### config.mk
export PLATFORM = sky130hd
export DESIGN_NAME = seg7_scan_decoder_flat
export DESIGN_NICKNAME = d
export VERILOG_FILES = /design/src/rtl/seg7_scan_decoder_if.sv /design/src/rtl/seg7_scan_decoder.sv /design/src/flat_wrapper.sv
export SDC_FILE = /design/constraint.sdc
export NUM_CORES = 1
export LEC_CHECK = 0
export CELL_PAD_IN_SITES_DETAIL_PLACEMENT = 0
export CELL_PAD_IN_SITES_GLOBAL_PLACEMENT = 1
export CORE_ASPECT_RATIO = 1.25
export CORE_UTILIZATION = 52
export CTS_CLUSTER_DIAMETER = 40
export CTS_CLUSTER_SIZE = 16
export DETAILED_ROUTE_END_ITERATION = 12
export PLACE_DENSITY_LB_ADDON = 0.1
export RECOVER_POWER = 100
export SLEW_MARGIN = 10
export SYNTH_ARGS = -nofsm -noshare
export SYNTH_HDL_FRONTEND = slang
export SYNTH_SLANG_ARGS = --single-unit
### constraint.sdc
create_clock -name clk_25MHz -period 9.1 [get_ports clk_25MHz]
set_input_delay 1.82 -clock clk_25MHz [delete_from_list [all_inputs] [get_ports clk_25MHz]]
set_output_delay 1.82 -clock clk_25MHz [all_outputs]
set_load 0.03 [all_outputs]
### src/rtl/seg7_scan_decoder_if.sv
// Seven-segment scan bus: active-low anodes and segments.
// master drives the display lines; slave only observes them.
interface seg7_scan_decoder_if;
    logic [6:0] SEG;
    logic [7:0] AN;

    modport master (
        output SEG,
        output AN
    );

    modport slave (
        input SEG,
        input AN
    );
endinterface

### src/rtl/seg7_scan_decoder.sv
// Passive decoder for the multiplexed 8-digit seven-segment bus.
// Ports: clk_25MHz, reset (async, high), bus (SEG/AN slave),
// c_data/f_data (last good values), frame_valid/frame_err pulses,
// err_code (0 ok, 1 pattern, 2 layout, 3 timeout).
module seg7_scan_decoder #(
    parameter int SETTLE_CYCLES  = 16,
    parameter int TIMEOUT_CYCLES = 50_000
) (
    input  logic               clk_25MHz,
    input  logic               reset,
    seg7_scan_decoder_if.slave bus,
    output logic [7:0]         c_data,
    output logic [7:0]         f_data,
    output logic               frame_valid,
    output logic               frame_err,
    output logic [1:0]         err_code
);

    localparam int SW = $clog2(SETTLE_CYCLES + 1);
    localparam int TW = $clog2(TIMEOUT_CYCLES + 1);

    localparam logic [SW-1:0] SETTLE_HIT = SW'(SETTLE_CYCLES - 1);
    localparam logic [SW-1:0] SETTLE_SAT = SW'(SETTLE_CYCLES);
    localparam logic [TW-1:0] TO_HIT     = TW'(TIMEOUT_CYCLES - 1);

    localparam logic [3:0] SYM_DEG = 4'd10;
    localparam logic [3:0] SYM_C   = 4'd11;
    localparam logic [3:0] SYM_F   = 4'd12;
    localparam logic [3:0] SYM_BAD = 4'd15;

    typedef enum logic [1:0] {
        IDLE,
        COLLECT,
        CHECK
    } state_t;

    state_t state;
    state_t state_nxt;

    logic [7:0]    an_prev;
    logic [6:0]    seg_prev;
    logic [SW-1:0] settle_cnt;
    logic          changed;

    logic [3:0] zeros;
    logic [2:0] an_idx;
    logic       an_ok;

    logic [3:0] seg_sym;
    logic       seg_ok;

    logic       cap;
    logic [7:0] cap_mask;
    logic [7:0] bitmap;
    logic [3:0] slot_sym [8];
    logic [7:0] slot_ok;

    logic [TW-1:0] tcnt;
    logic          timeout;

    logic       all_ok;
    logic       layout_ok;
    logic [7:0] c_val;
    logic [7:0] f_val;

    logic [7:0] c_d;
    logic [7:0] f_d;
    logic       fv_d;
    logic       fe_d;
    logic [1:0] code_d;

    // 10*t + u built from shifts: 8t + 2t + u.
    function automatic logic [7:0] tens_units(
        input logic [3:0] t,
        input logic [3:0] u
    );
        return {1'b0, t, 3'b000} + {3'b000, t, 1'b0} + {4'b0000, u};
    endfunction

    // Anode decode: valid only with exactly one low line.
    always_comb begin
        zeros  = 4'd0;
        an_idx = 3'd0;
        for (int i = 0; i < 8; i++) begin
            if (!bus.AN[i]) begin
                zeros  = zeros + 4'd1;
                an_idx = i[2:0];
            end
        end
        an_ok = (zeros == 4'd1);
    end

    always_comb begin
        seg_ok  = 1'b1;
        seg_sym = SYM_BAD;
        case (bus.SEG)
            7'b0000001: seg_sym = 4'd0;
            7'b1001111: seg_sym = 4'd1;
            7'b0010010: seg_sym = 4'd2;
            7'b0000110: seg_sym = 4'd3;
            7'b1001100: seg_sym = 4'd4;
            7'b0100100: seg_sym = 4'd5;
            7'b0100000: seg_sym = 4'd6;
            7'b0001111: seg_sym = 4'd7;
            7'b0000000: seg_sym = 4'd8;
            7'b0000100: seg_sym = 4'd9;
            7'b0011100: seg_sym = SYM_DEG;
            7'b0110001: seg_sym = SYM_C;
            7'b0111000: seg_sym = SYM_F;
            default:    seg_ok  = 1'b0;
        endcase
    end

    assign changed = (bus.AN != an_prev) || (bus.SEG != seg_prev);

    // Saturating one past the hit value keeps a long dwell
    // from capturing again once the next frame has begun.
    always_ff @(posedge clk_25MHz or posedge reset) begin
        if (reset) begin
            an_prev    <= 8'hFF;
            seg_prev   <= 7'h7F;
            settle_cnt <= '0;
        end else begin
            an_prev  <= bus.AN;
            seg_prev <= bus.SEG;
            if (changed)
                settle_cnt <= '0;
            else if (settle_cnt != SETTLE_SAT)
                settle_cnt <= settle_cnt + 1'b1;
        end
    end

    assign cap = !changed && (settle_cnt == SETTLE_HIT) && an_ok &&
                 !bitmap[an_idx] && (state != CHECK);

    assign cap_mask = cap ? (8'd1 << an_idx) : 8'd0;

    assign timeout = (state == COLLECT) && (tcnt == TO_HIT) && !cap;

    always_ff @(posedge clk_25MHz or posedge reset) begin
        if (reset) begin
            tcnt <= '0;
        end else if ((state != COLLECT) || cap) begin
            tcnt <= '0;
        end else if (!timeout) begin
            tcnt <= tcnt + 1'b1;
        end
    end

    always_ff @(posedge clk_25MHz or posedge reset) begin
        if (reset) begin
            bitmap  <= 8'h00;
            slot_ok <= 8'h00;
            for (int i = 0; i < 8; i++)
                slot_sym[i] <= 4'd0;
        end else if ((state == CHECK) || timeout) begin
            bitmap <= 8'h00;
        end else if (cap) begin
            bitmap[an_idx]   <= 1'b1;
            slot_sym[an_idx] <= seg_sym;
            slot_ok[an_idx]  <= seg_ok;
        end
    end

    always_ff @(posedge clk_25MHz or posedge reset) begin
        if (reset)
            state <= IDLE;
        else
            state <= state_nxt;
    end

    always_comb begin
        state_nxt = state;
        unique case (state)
            IDLE: begin
                if (cap)
                    state_nxt = COLLECT;
            end
            COLLECT: begin
                if ((bitmap | cap_mask) == 8'hFF)
                    state_nxt = CHECK;
                else if (timeout)
                    state_nxt = IDLE;
            end
            CHECK: begin
                state_nxt = IDLE;
            end
            default: begin
                state_nxt = IDLE;
            end
        endcase
    end

    assign all_ok = &slot_ok;

    assign layout_ok = (slot_sym[0] == SYM_C)   &&
                       (slot_sym[1] == SYM_DEG) &&
                       (slot_sym[4] == SYM_F)   &&
                       (slot_sym[5] == SYM_DEG) &&
                       (slot_sym[2] < 4'd10)    &&
                       (slot_sym[3] < 4'd10)    &&
                       (slot_sym[6] < 4'd10)    &&
                       (slot_sym[7] < 4'd10);

    assign c_val = tens_units(slot_sym[3], slot_sym[2]);
    assign f_val = tens_units(slot_sym[7], slot_sym[6]);

    always_comb begin
        c_d    = c_data;
        f_d    = f_data;
        code_d = err_code;
        fv_d   = 1'b0;
        fe_d   = 1'b0;
        if (timeout) begin
            fe_d   = 1'b1;
            code_d = 2'd3;
        end else if (state == CHECK) begin
            if (!all_ok) begin
                fe_d   = 1'b1;
                code_d = 2'd1;
            end else if (!layout_ok) begin
                fe_d   = 1'b1;
                code_d = 2'd2;
            end else begin
                fv_d   = 1'b1;
                code_d = 2'd0;
                c_d    = c_val;
                f_d    = f_val;
            end
        end
    end

    always_ff @(posedge clk_25MHz or posedge reset) begin
        if (reset) begin
            c_data      <= 8'd0;
            f_data      <= 8'd0;
            frame_valid <= 1'b0;
            frame_err   <= 1'b0;
            err_code    <= 2'd0;
        end else begin
            c_data      <= c_d;
            f_data      <= f_d;
            frame_valid <= fv_d;
            frame_err   <= fe_d;
            err_code    <= code_d;
        end
    end

endmodule

### src/flat_wrapper.sv
// flat-port wrapper written by rule: the top's interface ports become plain ports
module seg7_scan_decoder_flat 
#(
    parameter int SETTLE_CYCLES  = 16,
    parameter int TIMEOUT_CYCLES = 50_000
)
  (clk_25MHz, reset, c_data, f_data, frame_valid, frame_err, err_code, bus_SEG, bus_AN);
  seg7_scan_decoder_if bus_i ();
  input  logic clk_25MHz;
  input  logic reset;
  output logic [7:0] c_data;
  output logic [7:0] f_data;
  output logic frame_valid;
  output logic frame_err;
  output logic [1:0] err_code;
  input wire logic [$bits(bus_i.SEG)-1:0] bus_SEG;
  input wire logic [$bits(bus_i.AN)-1:0] bus_AN;
  assign bus_i.SEG = bus_SEG;
  assign bus_i.AN = bus_AN;
  seg7_scan_decoder #(.SETTLE_CYCLES(SETTLE_CYCLES), .TIMEOUT_CYCLES(TIMEOUT_CYCLES)) u_core (.clk_25MHz(clk_25MHz), .reset(reset), .bus(bus_i), .c_data(c_data), .f_data(f_data), .frame_valid(frame_valid), .frame_err(frame_err), .err_code(err_code));
endmodule
After elaboration in Yosys (flattened, before gate mapping)
Cells that the tools add are included.
{"block": "word_totals", "input_bits": 17, "elab_cells": 156, "out_inout_bits": 20, "register_bits": 106}
{"block": "classes", "order_cmp": 8, "shift": 1, "mux": 48, "n_addsub": 13, "n_reduce_logical": 31, "bitwise": 5, "n_eq_ne": 30}
{"op": "$pmux W4 S13", "n": 1}
{"op": "$bwmux W32", "n": 1}
{"op": "$mux W16", "n": 2}
{"op": "$mux W4", "n": 8}
{"op": "$eq A7 B6 Y1 const B", "n": 4}
{"op": "$add A4 B1 Y4 const B", "n": 6}
{"op": "$mux W8", "n": 3}
{"op": "$mux W2", "n": 9}
{"op": "$add A16 B1 Y16 const B", "n": 1}
{"op": "$add A7 B5 Y8", "n": 2}
{"op": "$add A8 B4 Y8", "n": 2}
{"op": "$eq A16 B16 Y1 const B", "n": 1}
{"op": "$eq A4 B4 Y1 const B", "n": 4}
{"op": "$lt A4 B4 Y1 const B", "n": 4}
{"op": "$or A8 B8 Y8", "n": 2}
{"op": "$logic_and A1 B1 Y1", "n": 15}
{"op": "$eq A7 B3 Y1 const B", "n": 2}
{"op": "$eq A7 B5 Y1 const B", "n": 2}
{"op": "$eq A7 B7 Y1 const B", "n": 2}
{"op": "$mux W1", "n": 13}
{"op": "$reduce_or A13 Y1", "n": 1}
{"op": "$demux W4 S3", "n": 1}
{"op": "$mux W3", "n": 4}
{"op": "$reduce_and A11 Y1", "n": 1}
{"op": "other kinds (34)", "n": 45}

Logic depth before layout (Yosys ltp)
Gate-level depths: netlist of the first run.
{"block": "depth", "ltp_word": 24, "depth_mapped": 28, "ltp_nobuf": 28}

Worst setup path before layout of the first run
OpenSTA, ideal clock, no wires.
{"block": "synth_timing", "kind": "input to register", "from": "input bus_AN[0]", "to": "register u_core.state[1]", "path_stages": 27, "slack_ns": 2.685, "required_time_ns": 9.033, "arrival_ns": 6.348, "path_cell_list": "inv_1 -> ha_1 -> xnor2_1 -> ha_1 -> nor2_1 -> a31oi_2 -> ha_1 -> nand2b_1 -> nand2_1 -> ha_1 -> inv_1 -> mux2i_1 -> a31oi_1 -> inv_1 -> ha_1 -> nor2_1 -> a21oi_1 -> ha_1 -> nor2b_1 -> xnor2_1 -> xnor3_1 -> nor4_1 -> nand2_1 -> nor3_2 -> nor2_2 -> nor4b_2 -> and3_1"}
{"block": "synth_between", "elab_chain_cells": 24, "word_cells_on_any_way": 33, "classes_between": "add/sub: 7; eq/ne: 5; mux: 11; bitwise: 1; reduce/logical: 9"}
{"item": "start, declared", "line": "flat_wrapper.sv:17", "source": "input wire logic [$bits(bus_i.AN)-1:0] bus_AN;"}
{"item": "$mux W1", "line": "seg7_scan_decoder.sv:85", "source": "if (!bus.AN[i]) begin"}
{"item": "$add A1 B1 Y2", "line": "seg7_scan_decoder.sv:86", "source": "zeros = zeros + 4'd1;"}
{"item": "$mux W4", "line": "seg7_scan_decoder.sv:85"}
{"item": "$add A4 B1 Y4", "line": "seg7_scan_decoder.sv:86"}
{"item": "$mux W4", "line": "seg7_scan_decoder.sv:85"}
{"item": "$add A4 B1 Y4", "line": "seg7_scan_decoder.sv:86"}
{"item": "$mux W4", "line": "seg7_scan_decoder.sv:85"}
{"item": "$add A4 B1 Y4", "line": "seg7_scan_decoder.sv:86"}
{"item": "(+7 left out)"}
{"item": "$eq A4 B1 Y1", "line": "seg7_scan_decoder.sv:90", "source": "an_ok = (zeros == 4'd1);"}
{"item": "$logic_and A1 B1 Y1 * (2 in a row)", "line": "seg7_scan_decoder.sv:133", "source": "assign cap = !changed && (settle_cnt == SETTLE_HIT) && an_ok &&"}
{"item": "$logic_and A1 B1 Y1 *", "line": "seg7_scan_decoder.sv:134", "source": "!bitmap[an_idx] && (state != CHECK);"}
{"item": "$mux W8", "line": "seg7_scan_decoder.sv:136", "source": "assign cap_mask = cap ? (8'd1 << an_idx) : 8'd0;"}
{"item": "$or A8 B8 Y8", "line": "seg7_scan_decoder.sv:180", "source": "if ((bitmap | cap_mask) == 8'hFF)"}
{"item": "$eq A8 B8 Y1", "line": "seg7_scan_decoder.sv:180"}
{"item": "$mux W2 / $ne A3 B2 Y1 (equally long branches)"}
{"item": "$pmux W2 S2 / $reduce_and A2 Y1 (equally long branches)"}
{"item": "end signal, assigned", "line": "seg7_scan_decoder.sv:169", "source": "state <= state_nxt;"}
{"item": "end, declared", "line": "seg7_scan_decoder.sv:37", "source": "state_t state;"}
Mark *: on every way between the ends. The rest lies on a longest branch, timed or not.
A chain may end at the register's enable or synchronous reset.

Worst setup path after layout of the first run
{"block": "layout_timing", "from": "input bus_AN[1]", "to": "register u_core.state[1]"}
{"block": "layout_between", "elab_chain_cells": 22, "word_cells_on_any_way": 42, "classes_between": "add/sub: 6; eq/ne: 5; shift: 1; mux: 19; bitwise: 1; reduce/logical: 10"}
{"item": "$mux W4", "line": "seg7_scan_decoder.sv:85"}
{"item": "$add A4 B1 Y4", "line": "seg7_scan_decoder.sv:86"}
{"item": "$mux W4", "line": "seg7_scan_decoder.sv:85"}
{"item": "$add A4 B1 Y4", "line": "seg7_scan_decoder.sv:86"}
{"item": "$mux W4", "line": "seg7_scan_decoder.sv:85"}
{"item": "$add A4 B1 Y4", "line": "seg7_scan_decoder.sv:86"}
{"item": "$mux W4", "line": "seg7_scan_decoder.sv:85"}
{"item": "$add A4 B1 Y4", "line": "seg7_scan_decoder.sv:86"}
{"item": "(+5 left out)"}
{"item": "$eq A4 B1 Y1", "line": "seg7_scan_decoder.sv:90"}
{"item": "$logic_and A1 B1 Y1 (2 in a row)", "line": "seg7_scan_decoder.sv:133"}
{"item": "$logic_and A1 B1 Y1", "line": "seg7_scan_decoder.sv:134"}
{"item": "$mux W8", "line": "seg7_scan_decoder.sv:136"}
{"item": "$or A8 B8 Y8", "line": "seg7_scan_decoder.sv:180"}
{"item": "$eq A8 B8 Y1", "line": "seg7_scan_decoder.sv:180"}
{"item": "$mux W2 / $ne A3 B2 Y1 (equally long branches)"}
{"item": "$pmux W2 S2 / $reduce_and A2 Y1 (equally long branches)"}
Parallel ways exist; a longest one is shown, timed or not. The select of a mux whose other input is x is not followed.

==> results_tabular.tex, run 1 <==
\begin{tabular}{lr}
\hline
Metric & Value \\
\hline
\multicolumn{2}{l}{\textbf{Yosys}} \\
Share of synthesized registers carrying an async set or reset & 100\% \\
Distinct cell type count after synthesis & 63 \\
Number of warnings issued by yosys & 0 \\
Most frequently used flop master after synthesis & sky130\_fd\_sc\_hd\_\_dfrtp\_1 \\
Avg Synthesized Cell Area & 11.0 um\^{}2 \\
EDFF count, synth & 0 \\
Cell area after technology mapping & between 5000 and 6000 um\^{}2 \\
Number of instances in the synthesized netlist & 536 \\
Sequential fraction of the synthesis area & a little under half \\
Number of flip-flops and latches in the synthesized netlist & $\sim$110 \\
Synthesized net count & roughly 580 \\
\multicolumn{2}{l}{\textbf{Power}} \\
Share of power burned in registers & about half \\
Static Leak & 2.97 nW \\
Switching power as a share of total power & about 25\% \\
Internal portion of total power & 0.000747 W \\
Maximum ir drop on the vdd rail & $\sim$0.00011 V \\
Clock power share & about two fifths \\
Power per standard cell area & roughly 150 nW/um\^{}2 \\
Combinational share of power & 12.1\% \\
Net Sw Power & roughly 0.00025 W \\
\multicolumn{2}{l}{\textbf{GRT}} \\
Number of antenna violations at the first check in global routing & 0 \\
Largest net degree at the start of global routing & between 60 and 70 \\
Number of global-route vias before repair & roughly 4000 \\
Total global routing track utilization & a little over a fifth \\
Overflow left after global routing & 0 \\
Wire length of the first global-routing pass & just over 20 mm \\
\multicolumn{2}{l}{\textbf{Clocking}} \\
CTS sink cnt & between 100 and 150 \\
Post-cts repair resize count & 0 \\
Register clock-pin slew on the reported worst setup and hold paths & approximately 70 ps \\
Number of setup buffers added after CTS & 0 \\
Number of hold buffers added after CTS & 0 \\
Clock buffer count from CTS & 9 \\
Number of buffers between clock root and the deepest sink & 2 \\
Clock insertion delay at the later pin of the skew report & approximately 340 ps \\
CTS Root Buffer Type & sky130\_fd\_sc\_hd\_\_clkbuf\_16 \\
Clock H-tree levels & 3 \\
TritonCTS clock tree & built \\
\multicolumn{2}{l}{\textbf{Worst hold path}} \\
Hold Crit Class & register to register \\
Worst Hold End & u\_core.c\_data[3] \\
Number of instances on the worst hold path & 1 \\
Hold path start & u\_core.c\_data[3] \\
\multicolumn{2}{l}{\textbf{Detailed routing}} \\
Count of TritonRoute iterations in the first routing pass & 5 \\
DRT Wirelength & 11.7 mm \\
DRC violations left & 0 \\
Remaining antenna violation count after routing & 0 \\
Total number of vias & approximately 4000 \\
Routed len/inst & roughly 17 um \\
Via-per-instance ratio & 5.73 \\
Starting DRT DRC Count & between 150 and 200 \\
\multicolumn{2}{l}{\textbf{Critical path}} \\
Most numerous cell on the critical path & sky130\_fd\_sc\_hd\_\_ha\_1 \\
Depth of the worst register-to-register path & 9 \\
Data required time at the worst endpoint & about 9400 ps \\
Crit start category & input pin \\
Launch point of the worst reg-to-reg path & u\_core.seg\_prev[5] \\
Peak fanout along the critical path & 6 \\
Worst flop-to-flop path endpoint & u\_core.state[1] \\
Endpoint class of the critical path & register \\
Cell with the biggest individual delay on the critical path & sky130\_fd\_sc\_hd\_\_nor3\_1 \\
Largest incremental delay on the critical path & roughly 800 ps \\
Critical path arrival & just over 8000 ps \\
R2R Setup Slk & slightly below 6000 ps \\
CP Class & input pin to register \\
\multicolumn{2}{l}{\textbf{Timing}} \\
Final Critical Period & $\sim$7800 ps \\
Post-route setup TNS & 0 ps \\
Worst slew slack as a fraction of its limit & -133\% \\
Endpoints failing setup & 0 \\
Worst Skew & 9.80 ps \\
Slew of the pin with the lowest slew margin & 3490 ps \\
Number of slew-limit violations in the final report & about 110 \\
Max Freq & around 130 MHz \\
Hold violation count in the final report & 0 \\
Worst slack on hold paths & approximately 510 ps \\
RSZ-0062 raised after global routing & no \\
Final clock period utilization by the worst path & a little under nine tenths \\
\multicolumn{2}{l}{\textbf{Layout}} \\
Number of diodes added for antenna fixing & 0 \\
Total of fill cells in the finished design & 964 \\
Post-layout net count & roughly 610 \\
Proportion of layout cells with a drive suffix above 1 & 17.2\% \\
Layout overhead on the synthesized area & 12.0\% \\
Highest-count cells in the layout ignoring fill and taps & 91 x sky130\_fd\_sc\_hd\_\_dfrtp\_1, 51 x sky130\_fd\_sc\_hd\_\_mux2\_2, 50 x sky130\_fd\_sc\_hd\_\_nor2\_1, 36 x sky130\_fd\_sc\_hd\_\_dlygate4sd3\_1, 31 x sky130\_fd\_sc\_hd\_\_nand2\_1 \\
Most common library cell in the layout ignoring fill and taps & sky130\_fd\_sc\_hd\_\_dfrtp\_1 \\
\multicolumn{2}{l}{\textbf{Floorplanning}} \\
Standard-cell row count & between 40 and 50 \\
Number of ports placed on the die boundary & 37 \\
Placeable core region & 11100 um\^{}2 \\
Effective utilization at floorplan & between 50\% and 60\% \\
Vertical die dimension & 121 um \\
Total die area & 11800 um\^{}2 \\
Chip width & $\sim$97 um \\
\multicolumn{2}{l}{\textbf{Run status}} \\
Outcome & complete, but fails checks \\
Violated checks & max-capacitance violations, max-slew violations \\
\multicolumn{2}{l}{\textbf{Placed design}} \\
Routability Congestion & 0.789 \\
Buffers added on ports & 36 \\
Half-perimeter wire length after placement & a little over 8 mm \\
\multicolumn{2}{l}{\textbf{Job}} \\
Total of max-cap violations & 2 \\
\hline
\end{tabular}
[cell families (layout without fill, tap and decap cells)]
| group | after synthesis | in the layout | synth area share, % |
|---|---|---|---|
| AND/OR/NAND/NOR | 181 | 181 | 17.2 |
| multiplexers | 56 | 56 | 10.6 |
| buffers and inverters | 41 | 75 | 3.10 |
| flip-flops | 106 | 106 | 45.4 |
| AO/OA/AOI/OAI | 69 | 69 | 7.84 |
| adder cells (fa/ha/maj) | 29 | 29 | 6.68 |
| XOR/XNOR | 54 | 54 | 9.12 |
[per-layer routing]
layer  global-route usage, %  up-vias  routed length (um)
met4                    5.78        0                 119
met5                       0        -                   0
met2                    35.7       70                5690
li1                        -     1957                   -
met1                    29.0     2007                5430
met3                    4.09        8                 449
[stage by stage]
step | power, W | utilization, % | cell area (um^2) | setup WS [ps] | cells
2_1_floorplan | 0.000584 | - | 5890 | 2690 | 536
3_3_place_gp | 0.000608 | 57.1 | 6330 | 1570 | 689
3_5_place_dp | 0.000611 | 57.1 | 6330 | 1320 | 689
4_1_cts | 0.00101 | 59.9 | 6640 | 1640 | 705
5_1_grt | 0.00104 | 59.5 | 6590 | 655 | 705
6_report | 0.000995 | 59.5 | 6590 | 1250 | 705
[worst max-delay path by stage]
stage	from	endpoint	slack, ps	cells after the start
2_1_floorplan	bus_AN[0]	u_core.state[1]	2690	27
3_3_place_gp	bus_AN[1]	u_core.state[1]	1570	28
3_5_place_dp	bus_AN[1]	u_core.state[1]	1320	28
4_1_cts	bus_AN[1]	u_core.state[1]	1640	28
5_1_grt	bus_AN[1]	u_core.state[0]	660	28
6_report	bus_AN[1]	u_core.state[1]	1250	28
[state kept, by name, indices dropped and copies added, names as in the netlist]
register and cells:
u_core.c_data 8, u_core.settle_cnt 5, u_core.an_prev 8, u_core.frame_valid 1
u_core.tcnt 16, u_core.err_code 2, u_core.frame_err 1, u_core.f_data 8
u_core.seg_prev 7, u_core.state 2, u_core.slot_sym 32, u_core.bitmap 8
u_core.slot_ok 8
[cells in the mapped netlist (3+ instances only)]
cell type | count | area (um^2)
sky130_fd_sc_hd__a21o_1 | 6 | 45.0
sky130_fd_sc_hd__a21oi_1 | 19 | 95.1
sky130_fd_sc_hd__a31oi_1 | 6 | 37.5
sky130_fd_sc_hd__and3_1 | 4 | 25.0
sky130_fd_sc_hd__buf_2 | 5 | 25.0
sky130_fd_sc_hd__buf_6 | 3 | 33.8
sky130_fd_sc_hd__clkbuf_1 | 13 | 48.8
sky130_fd_sc_hd__dfrtp_1 | 91 | 2280
sky130_fd_sc_hd__dfstp_2 | 15 | 394
sky130_fd_sc_hd__fa_1 | 4 | 80.1
sky130_fd_sc_hd__ha_1 | 25 | 313
sky130_fd_sc_hd__inv_1 | 20 | 75.1
sky130_fd_sc_hd__mux2_2 | 52 | 586
sky130_fd_sc_hd__mux2i_1 | 4 | 40.0
sky130_fd_sc_hd__nand2_1 | 31 | 116
sky130_fd_sc_hd__nand2b_1 | 9 | 56.3
sky130_fd_sc_hd__nand3_1 | 9 | 45.0
sky130_fd_sc_hd__nand3b_1 | 3 | 22.5
sky130_fd_sc_hd__nand4_1 | 12 | 75.1
sky130_fd_sc_hd__nand4b_1 | 5 | 43.8
sky130_fd_sc_hd__nor2_1 | 50 | 188
sky130_fd_sc_hd__nor2b_1 | 11 | 68.8
sky130_fd_sc_hd__nor3_1 | 11 | 55.1
sky130_fd_sc_hd__nor4_1 | 6 | 37.5
sky130_fd_sc_hd__nor4b_2 | 3 | 45.0
sky130_fd_sc_hd__o211ai_1 | 5 | 37.5
sky130_fd_sc_hd__o21ai_0 | 14 | 70.1
sky130_fd_sc_hd__o31ai_1 | 3 | 22.5
sky130_fd_sc_hd__or2_2 | 3 | 18.8
sky130_fd_sc_hd__or3_1 | 3 | 18.8
sky130_fd_sc_hd__or4_1 | 4 | 30.0
sky130_fd_sc_hd__xnor2_1 | 26 | 228
sky130_fd_sc_hd__xor2_1 | 23 | 201
[power groups by stage]
| stage | clock network [W] | logic (W) | registers, W |
|---|---|---|---|
| floorplan | 0 | 0.0000972 | 0.000487 |
| global placement | 0 | 0.000121 | 0.000487 |
| detailed placement | 0 | 0.000124 | 0.000487 |
| CTS | 0.000404 | 0.000125 | 0.000478 |
| global route | 0.000423 | 0.000136 | 0.000479 |
| finish | 0.000397 | 0.000120 | 0.000478 |
[area by class of cell]
cell class | count | area [um^2] | area share (%)
multi-input cells | 389 | 3000 | 45.4
flip-flops and latches | 106 | 2670 | 40.5
repair buffers | 39 | 375 | 5.69
clock buffers | 11 | 243 | 3.68
well taps | 135 | 169 | 2.56
inverters | 20 | 76.3 | 1.16
clock inverters | 5 | 62.6 | 0.949
[worst max-delay path, delay by kind of cell]
kind | cells | cell delay [ps]
compound gates | 3 | 760
xor+xnor | 3 | 580
fa+ha+maj | 6 | 1700
buf+inv | 4 | 900
mux | 1 | 50
simple gates | 11 | 2330
(Power assumes the default switching activity.)
==> run 2: changes to the inputs <==
--- a/config.mk
+++ b/config.mk
@@ -12,7 +12,7 @@
 export CTS_CLUSTER_DIAMETER = 40
 export CTS_CLUSTER_SIZE = 16
 export DETAILED_ROUTE_END_ITERATION = 12
-export PLACE_DENSITY_LB_ADDON = 0.1
+export PLACE_DENSITY = 0.86
 export RECOVER_POWER = 100
 export SLEW_MARGIN = 10
 export SYNTH_ARGS = -nofsm -noshare
==> run 2 against run 1 <==
Effect of this change: the flow still finishes with violations (max-capacitance violations, max-slew violations); clock power up 9.1%; global-route usage down 0.57 points; sequential share of layout area down 0.21 points; sequential power about the same.
==> results_tabular.tex, run 2 (same netlist as run 1, synthesis figures left out) <==
\begin{tabular}{lr}
\hline
Metric & Value \\
\hline
\multicolumn{2}{l}{\textbf{Timing}} \\
Final Critical Period & 7870 ps (+21.5 ps) \\
Final clock period utilization by the worst path & 86.5\% (+0.24 points) \\
Slew of the pin with the lowest slew margin & 4210 ps (+720 ps) \\
Worst slew slack as a fraction of its limit & -181\% (-48 points) \\
Number of slew-limit violations in the final report & 82 (-25\%) \\
Post-route setup TNS & 0 ps (unchanged) \\
Hold violation count in the final report & 0 (unchanged) \\
RSZ-0062 raised after global routing & no \\
Endpoints failing setup & 0 (unchanged) \\
Max Freq & 127 MHz (-0.27\%) \\
Worst Skew & 6.77 ps (-3.03 ps) \\
\multicolumn{2}{l}{\textbf{Floorplanning}} \\
Total die area & 11800 um\^{}2 (unchanged) \\
Placeable core region & 11100 um\^{}2 (unchanged) \\
Effective utilization at floorplan & 53.1\% (unchanged) \\
Vertical die dimension & 121 um (unchanged) \\
Standard-cell row count & 43 (unchanged) \\
Number of ports placed on the die boundary & 37 (unchanged) \\
Chip width & 97.2 um (unchanged) \\
\multicolumn{2}{l}{\textbf{Critical path}} \\
Data required time at the worst endpoint & 9390 ps (about the same) \\
Largest incremental delay on the critical path & 710 ps (-90 ps) \\
Cell with the biggest individual delay on the critical path & sky130\_fd\_sc\_hd\_\_nor3\_1 \\
Peak fanout along the critical path & 6 (unchanged) \\
Endpoint class of the critical path & register \\
Cell family contributing the most delay on the critical path & simple AND/OR/NAND/NOR gates \\
CP Class & input pin to register \\
Bufs and invs on worst path & 4 (unchanged) \\
Crit start category & input pin \\
Most numerous cell on the critical path & sky130\_fd\_sc\_hd\_\_ha\_1 \\
Critical path arrival & 8160 ps (+30 ps) \\
\multicolumn{2}{l}{\textbf{Layout}} \\
Register area & 2670 um\^{}2 (unchanged) \\
Number of diodes added for antenna fixing & 0 (unchanged) \\
Proportion of layout cells with a drive suffix above 1 & 17.5\% (+0.35 points) \\
Layout overhead on the synthesized area & 12.6\% \\
Most common library cell in the layout ignoring fill and taps & sky130\_fd\_sc\_hd\_\_dfrtp\_1 \\
Multi-input gate area in the final layout & 3000 um\^{}2 (+0.17\%) \\
Number of non-filler instances in the completed layout & 705 (unchanged) \\
Post-layout net count & 611 (unchanged) \\
Register containing the most flip-flops in the final layout & u\_core.slot\_sym \\
Total of fill cells in the finished design & 931 (-3.4\%) \\
Max FFs per register & 32 (unchanged) \\
Final cell area excluding filler cells & 6630 um\^{}2 (+0.53\%) \\
Highest-count cells in the layout ignoring fill and taps & 91 x sky130\_fd\_sc\_hd\_\_dfrtp\_1, 52 x sky130\_fd\_sc\_hd\_\_mux2\_2, 50 x sky130\_fd\_sc\_hd\_\_nor2\_1, 36 x sky130\_fd\_sc\_hd\_\_dlygate4sd3\_1, 31 x sky130\_fd\_sc\_hd\_\_nand2\_1 \\
Largest registers & u\_core.slot\_sym (32), u\_core.tcnt (16) \\
\multicolumn{2}{l}{\textbf{Clocking}} \\
Number of buffers between clock root and the deepest sink & 2 (unchanged) \\
Clock buffer count from CTS & 9 (unchanged) \\
Number of setup buffers added after CTS & 0 (unchanged) \\
Clock insertion delay at the later pin of the skew report & 350 ps (about the same) \\
CTS Root Buffer Type & sky130\_fd\_sc\_hd\_\_clkbuf\_16 \\
Number of hold buffers added after CTS & 0 (unchanged) \\
Post-cts repair resize count & 0 (unchanged) \\
CTS sink cnt & 106 (unchanged) \\
Register clock-pin slew on the reported worst setup and hold paths & 70 ps (about the same) \\
TritonCTS clock tree & built \\
Clock H-tree levels & 3 (unchanged) \\
\multicolumn{2}{l}{\textbf{Job}} \\
Total of max-cap violations & 1 (-1) \\
\multicolumn{2}{l}{\textbf{GRT}} \\
Number of antenna violations at the first check in global routing & 0 (unchanged) \\
Total global routing track utilization & 20.9\% (-0.57 points) \\
Wire length of the first global-routing pass & 19.7 mm (-2.5\%) \\
Largest net degree at the start of global routing & 82 (+22\%) \\
Number of global-route vias before repair & 3990 (-0.87\%) \\
Overflow left after global routing & 0 (unchanged) \\
\multicolumn{2}{l}{\textbf{Detailed routing}} \\
Remaining antenna violation count after routing & 0 (unchanged) \\
Via-per-instance ratio & 5.76 (+0.42\%) \\
Total number of vias & 4059 (+0.42\%) \\
Count of TritonRoute iterations in the first routing pass & 4 (-1) \\
Routed len/inst & 16.4 um (-1.4\%) \\
DRT Wirelength & 11.5 mm (-1.4\%) \\
Starting DRT DRC Count & 119 (-28\%) \\
DRC violations left & 0 (unchanged) \\
\multicolumn{2}{l}{\textbf{Placed design}} \\
Buffers added on ports & 36 (unchanged) \\
Placed cell areas & 6330 um\^{}2 (unchanged) \\
Half-perimeter wire length after placement & 8.15 mm (-0.29\%) \\
Cell count after placement & 689 (unchanged) \\
Routability Congestion & 0.818 (+3.7\%) \\
\multicolumn{2}{l}{\textbf{Power}} \\
Power per standard cell area & 155 nW/um\^{}2 (+2.9\%) \\
Maximum ir drop on the vdd rail & 0.000102 V (-4.0\%) \\
Static Leak & 2.99 nW (+0.80\%) \\
\multicolumn{2}{l}{\textbf{Worst hold path}} \\
Hold Crit Class & register to register \\
\multicolumn{2}{l}{\textbf{Run status}} \\
Outcome & complete, but fails checks \\
Violated checks & max-capacitance violations, max-slew violations \\
\hline
\end{tabular}
==> run 2: final timing paths <==
| check | slack [ps] | start | cells after the start | end |
|---|---|---|---|---|
| worst max register to register | 5900 | u_core.seg_prev[5] | 9 | u_core.state[1] |
| worst min register to register | 510 | u_core.c_data[2] | 1 | u_core.c_data[2] |
| worst max-delay path | 1230 | bus_AN[1] | 28 | u_core.state[1] |
| max in group asynchronous | 2480 | reset | 3 | u_core.bitmap[1] |
| min in group asynchronous | 2130 | reset | 2 | u_core.f_data[6] |
| worst min-delay path | 510 | u_core.c_data[2] | 1 | u_core.c_data[2] |
==> run 2: power breakdown <==
part / internal (W) / total (W) / switching, W
Combinational: 0.0000468 / 0.000118 / 0.0000716
Sequential: 0.000477 / 0.000478 / 0.00000143
Clock: 0.000247 / 0.000433 / 0.000186
Total: 0.000771 / 0.00103 / 0.000259
==> run 2: routing by layer <==
layer  global-route usage (%)  wire, um
met5                        0         0
met2                     34.4      5670
met4                     7.28       179
met3                     3.57       335
met1                     28.1      5350
==> run 2: final cells by class <==
| class | instances | share of cell area [%] |
|---|---|---|
| tap | 135 | 2.55 |
| timing repair buffer | 39 | 5.66 |
| multi-input combinational | 389 | 45.3 |
| clock inverter | 7 | 1.66 |
| clock buffer | 9 | 3.40 |
| sequential | 106 | 40.3 |
| inverter | 20 | 1.15 |
==> run 2: stage by stage <==
step                      setup slack (ps)  hold slack (ps)  power (W)  utilization [%]
final                                 1230              507    0.00103             59.8
after global routing                   763              518    0.00107             59.8
after CTS                             1710              510    0.00104             60.2
after detailed placement              1370              493   0.000609             57.1
after global placement                1590              481   0.000607             57.1
after floorplan                       2690              471   0.000584                -
==> run 3: changes to the inputs <==
--- a/config.mk
+++ b/config.mk
@@ -5,6 +5,7 @@
 export SDC_FILE = /design/constraint.sdc
 export NUM_CORES = 1
 export LEC_CHECK = 0
+export CAP_MARGIN = 25
 export CELL_PAD_IN_SITES_DETAIL_PLACEMENT = 0
 export CELL_PAD_IN_SITES_GLOBAL_PLACEMENT = 1
 export CORE_ASPECT_RATIO = 1.25
==> run 3 against run 2 <==
Effect of this change: the run still ends with max-capacitance violations, max-slew violations left; global-route usage shrank 0.17 points; flip-flop and latch count stayed put; critical path depth did not move.
==> results_tabular.tex, run 3 (same netlist as run 1, synthesis figures left out) <==
\begin{tabular}{lr}
\hline
Metric & Value \\
\hline
\multicolumn{2}{l}{\textbf{Clocking}} \\
Clock insertion delay at the later pin of the skew report & 350 ps (about the same) \\
Register clock-pin slew on the reported worst setup and hold paths & 70 ps (about the same) \\
Clock buffer count from CTS & 9 (unchanged) \\
Number of setup buffers added after CTS & 0 (unchanged) \\
CTS sink cnt & 106 (unchanged) \\
TritonCTS clock tree & built \\
CTS Root Buffer Type & sky130\_fd\_sc\_hd\_\_clkbuf\_16 \\
Post-cts repair resize count & 0 (unchanged) \\
Clock H-tree levels & 3 (unchanged) \\
Number of hold buffers added after CTS & 0 (unchanged) \\
Number of buffers between clock root and the deepest sink & 2 (unchanged) \\
\multicolumn{2}{l}{\textbf{GRT}} \\
Overflow left after global routing & 0 (unchanged) \\
Wire length of the first global-routing pass & 19.7 mm (about the same) \\
Largest net degree at the start of global routing & 82 (unchanged) \\
Number of global-route vias before repair & 4077 (+2.2\%) \\
Total global routing track utilization & 20.8\% (-0.17 points) \\
Number of antenna violations at the first check in global routing & 0 (unchanged) \\
\multicolumn{2}{l}{\textbf{Power}} \\
Maximum ir drop on the vdd rail & 0.0000887 V (-13\%) \\
Design Power & 0.000973 W (-5.5\%) \\
Power per standard cell area & 148 nW/um\^{}2 (-4.9\%) \\
Share of power burned in registers & 49.2\% (+2.7 points) \\
Static Leak & 2.97 nW (-0.54\%) \\
Clock power share & 38.6\% (-3.4 points) \\
Net Sw Power & 0.000258 W (-0.44\%) \\
Switching power as a share of total power & 26.5\% (+1.3 points) \\
Combinational share of power & 12.2\% (+0.7 points) \\
Internal portion of total power & 0.000715 W (-7.2\%) \\
\multicolumn{2}{l}{\textbf{Timing}} \\
Final Critical Period & 7880 ps (+8.99 ps) \\
Worst slew slack as a fraction of its limit & -56.4\% (+120 points) \\
Hold violation count in the final report & 0 (unchanged) \\
Post-route setup TNS & 0 ps (unchanged) \\
Number of slew-limit violations in the final report & 84 (+2.4\%) \\
Slew of the pin with the lowest slew margin & 2350 ps (-1860 ps) \\
Endpoints failing setup & 0 (unchanged) \\
Max Freq & 127 MHz (-0.11\%) \\
Worst Skew & 4.90 ps (-1.87 ps) \\
RSZ-0062 raised after global routing & no \\
Final clock period utilization by the worst path & 86.6\% (+0.099 points) \\
\multicolumn{2}{l}{\textbf{Placed design}} \\
Placed cell areas & 6340 um\^{}2 (+0.12\%) \\
Half-perimeter wire length after placement & 8.10 mm (-0.64\%) \\
Routability Congestion & 0.818 (unchanged) \\
Buffers added on ports & 36 (unchanged) \\
\multicolumn{2}{l}{\textbf{Run status}} \\
Violated checks & max-capacitance violations, max-slew violations \\
Outcome & complete, but fails checks \\
\multicolumn{2}{l}{\textbf{Worst hold path}} \\
Hold Crit Class & register to register \\
\multicolumn{2}{l}{\textbf{Layout}} \\
Total of fill cells in the finished design & 960 (+3.1\%) \\
Multi-input gate area in the final layout & 3000 um\^{}2 (-0.17\%) \\
Final cell area excluding filler cells & 6590 um\^{}2 (-0.60\%) \\
Max FFs per register & 32 (unchanged) \\
Number of diodes added for antenna fixing & 0 (unchanged) \\
Most common library cell in the layout ignoring fill and taps & sky130\_fd\_sc\_hd\_\_dfrtp\_1 \\
Layout overhead on the synthesized area & 11.9\% \\
Largest registers & u\_core.slot\_sym (32), u\_core.tcnt (16) \\
Proportion of layout cells with a drive suffix above 1 & 17.5\% (-0.061 points) \\
Post-layout net count & 613 (+0.33\%) \\
Register containing the most flip-flops in the final layout & u\_core.slot\_sym \\
Register area & 2670 um\^{}2 (unchanged) \\
Highest-count cells in the layout ignoring fill and taps & 91 x sky130\_fd\_sc\_hd\_\_dfrtp\_1, 52 x sky130\_fd\_sc\_hd\_\_mux2\_2, 50 x sky130\_fd\_sc\_hd\_\_nor2\_1, 36 x sky130\_fd\_sc\_hd\_\_dlygate4sd3\_1, 31 x sky130\_fd\_sc\_hd\_\_nand2\_1 \\
\multicolumn{2}{l}{\textbf{Detailed routing}} \\
Total number of vias & 4114 (+1.4\%) \\
DRT Wirelength & 11.5 mm (about the same) \\
DRC violations left & 0 (unchanged) \\
Count of TritonRoute iterations in the first routing pass & 4 (unchanged) \\
Routed len/inst & 16.3 um (-0.25\%) \\
Via-per-instance ratio & 5.82 (+1.1\%) \\
Remaining antenna violation count after routing & 0 (unchanged) \\
Starting DRT DRC Count & 151 (+27\%) \\
\multicolumn{2}{l}{\textbf{Critical path}} \\
Peak fanout along the critical path & 6 (unchanged) \\
Crit start category & input pin \\
Endpoint class of the critical path & register \\
Most numerous cell on the critical path & sky130\_fd\_sc\_hd\_\_ha\_1 \\
CP Class & input pin to register \\
Largest incremental delay on the critical path & 720 ps (about the same) \\
Cell with the biggest individual delay on the critical path & sky130\_fd\_sc\_hd\_\_nor3\_1 \\
Critical path arrival & 8170 ps (about the same) \\
Data required time at the worst endpoint & 9390 ps (about the same) \\
\multicolumn{2}{l}{\textbf{Floorplanning}} \\
Standard-cell row count & 43 (unchanged) \\
Chip width & 97.2 um (unchanged) \\
Total die area & 11800 um\^{}2 (unchanged) \\
Effective utilization at floorplan & 53.1\% (unchanged) \\
Vertical die dimension & 121 um (unchanged) \\
Number of ports placed on the die boundary & 37 (unchanged) \\
Placeable core region & 11100 um\^{}2 (unchanged) \\
\multicolumn{2}{l}{\textbf{Job}} \\
Total of max-cap violations & 2 (+1) \\
\hline
\end{tabular}
run 3: metrics by stage:
stage	setup slack [ps]	util [%]	hold slack, ps	cells
2_1_floorplan	2690	-	471	536
3_3_place_gp	1590	57.1	481	689
3_5_place_dp	1380	57.2	493	690
4_1_cts	1730	59.8	510	706
5_1_grt	721	59.4	518	707
6_report	1220	59.4	507	707
run 3: final timing paths:
kind | cells after the start | to | from | slack [ps]
hold / removal | 1 | u_core.f_data[3] | u_core.f_data[3] | 510
setup / recovery | 28 | u_core.state[1] | bus_AN[1] | 1220
min in group asynchronous | 2 | u_core.f_data[1] | reset | 2140
max in group asynchronous | 4 | u_core.slot_sym[27] | reset | 2810
hold reg to reg | 1 | u_core.f_data[3] | u_core.f_data[3] | 510
setup reg to reg | 9 | u_core.state[1] | u_core.seg_prev[5] | 5870
run 3: worst max-delay path: cells and delay by family:
kind,cells,cell delay [ps]
AO/OA/AOI/OAI,3,770
XOR/XNOR,3,570
adder cells (fa/ha/maj),6,1690
buffers and inverters,4,870
multiplexers,1,50
AND/OR/NAND/NOR,11,2380
run 3: routing by layer:
layer | up-vias | GRT usage (%) | share of wire [%]
met4 | 0 | 7.28 | 1.9
met1 | 2082 | 27.7 | 46
met5 | - | 0 | 0
met2 | 61 | 34.9 | 50
met3 | 16 | 2.71 | 2.6
li1 | 1955 | - | -
run 3: area by class of cell:
type                            instances  share of cell area (%)
Clock buffer                            9                    3.42
Clock inverter                          7                   0.969
Inverter                               20                    1.16
Multi-Input combinational cell        389                    45.5
Sequential cell                       106                    40.6
Tap cell                              135                    2.56
Timing Repair Buffer                   41                    5.87
run 3: power groups by stage:
stage               registers [W]  clock network (W)  logic [W]
finish                   0.000478           0.000376   0.000119
global route             0.000478           0.000401   0.000135
CTS                      0.000478           0.000384   0.000123
detailed placement       0.000487                  0   0.000123
global placement         0.000487                  0   0.000120
floorplan                0.000487                  0  0.0000972
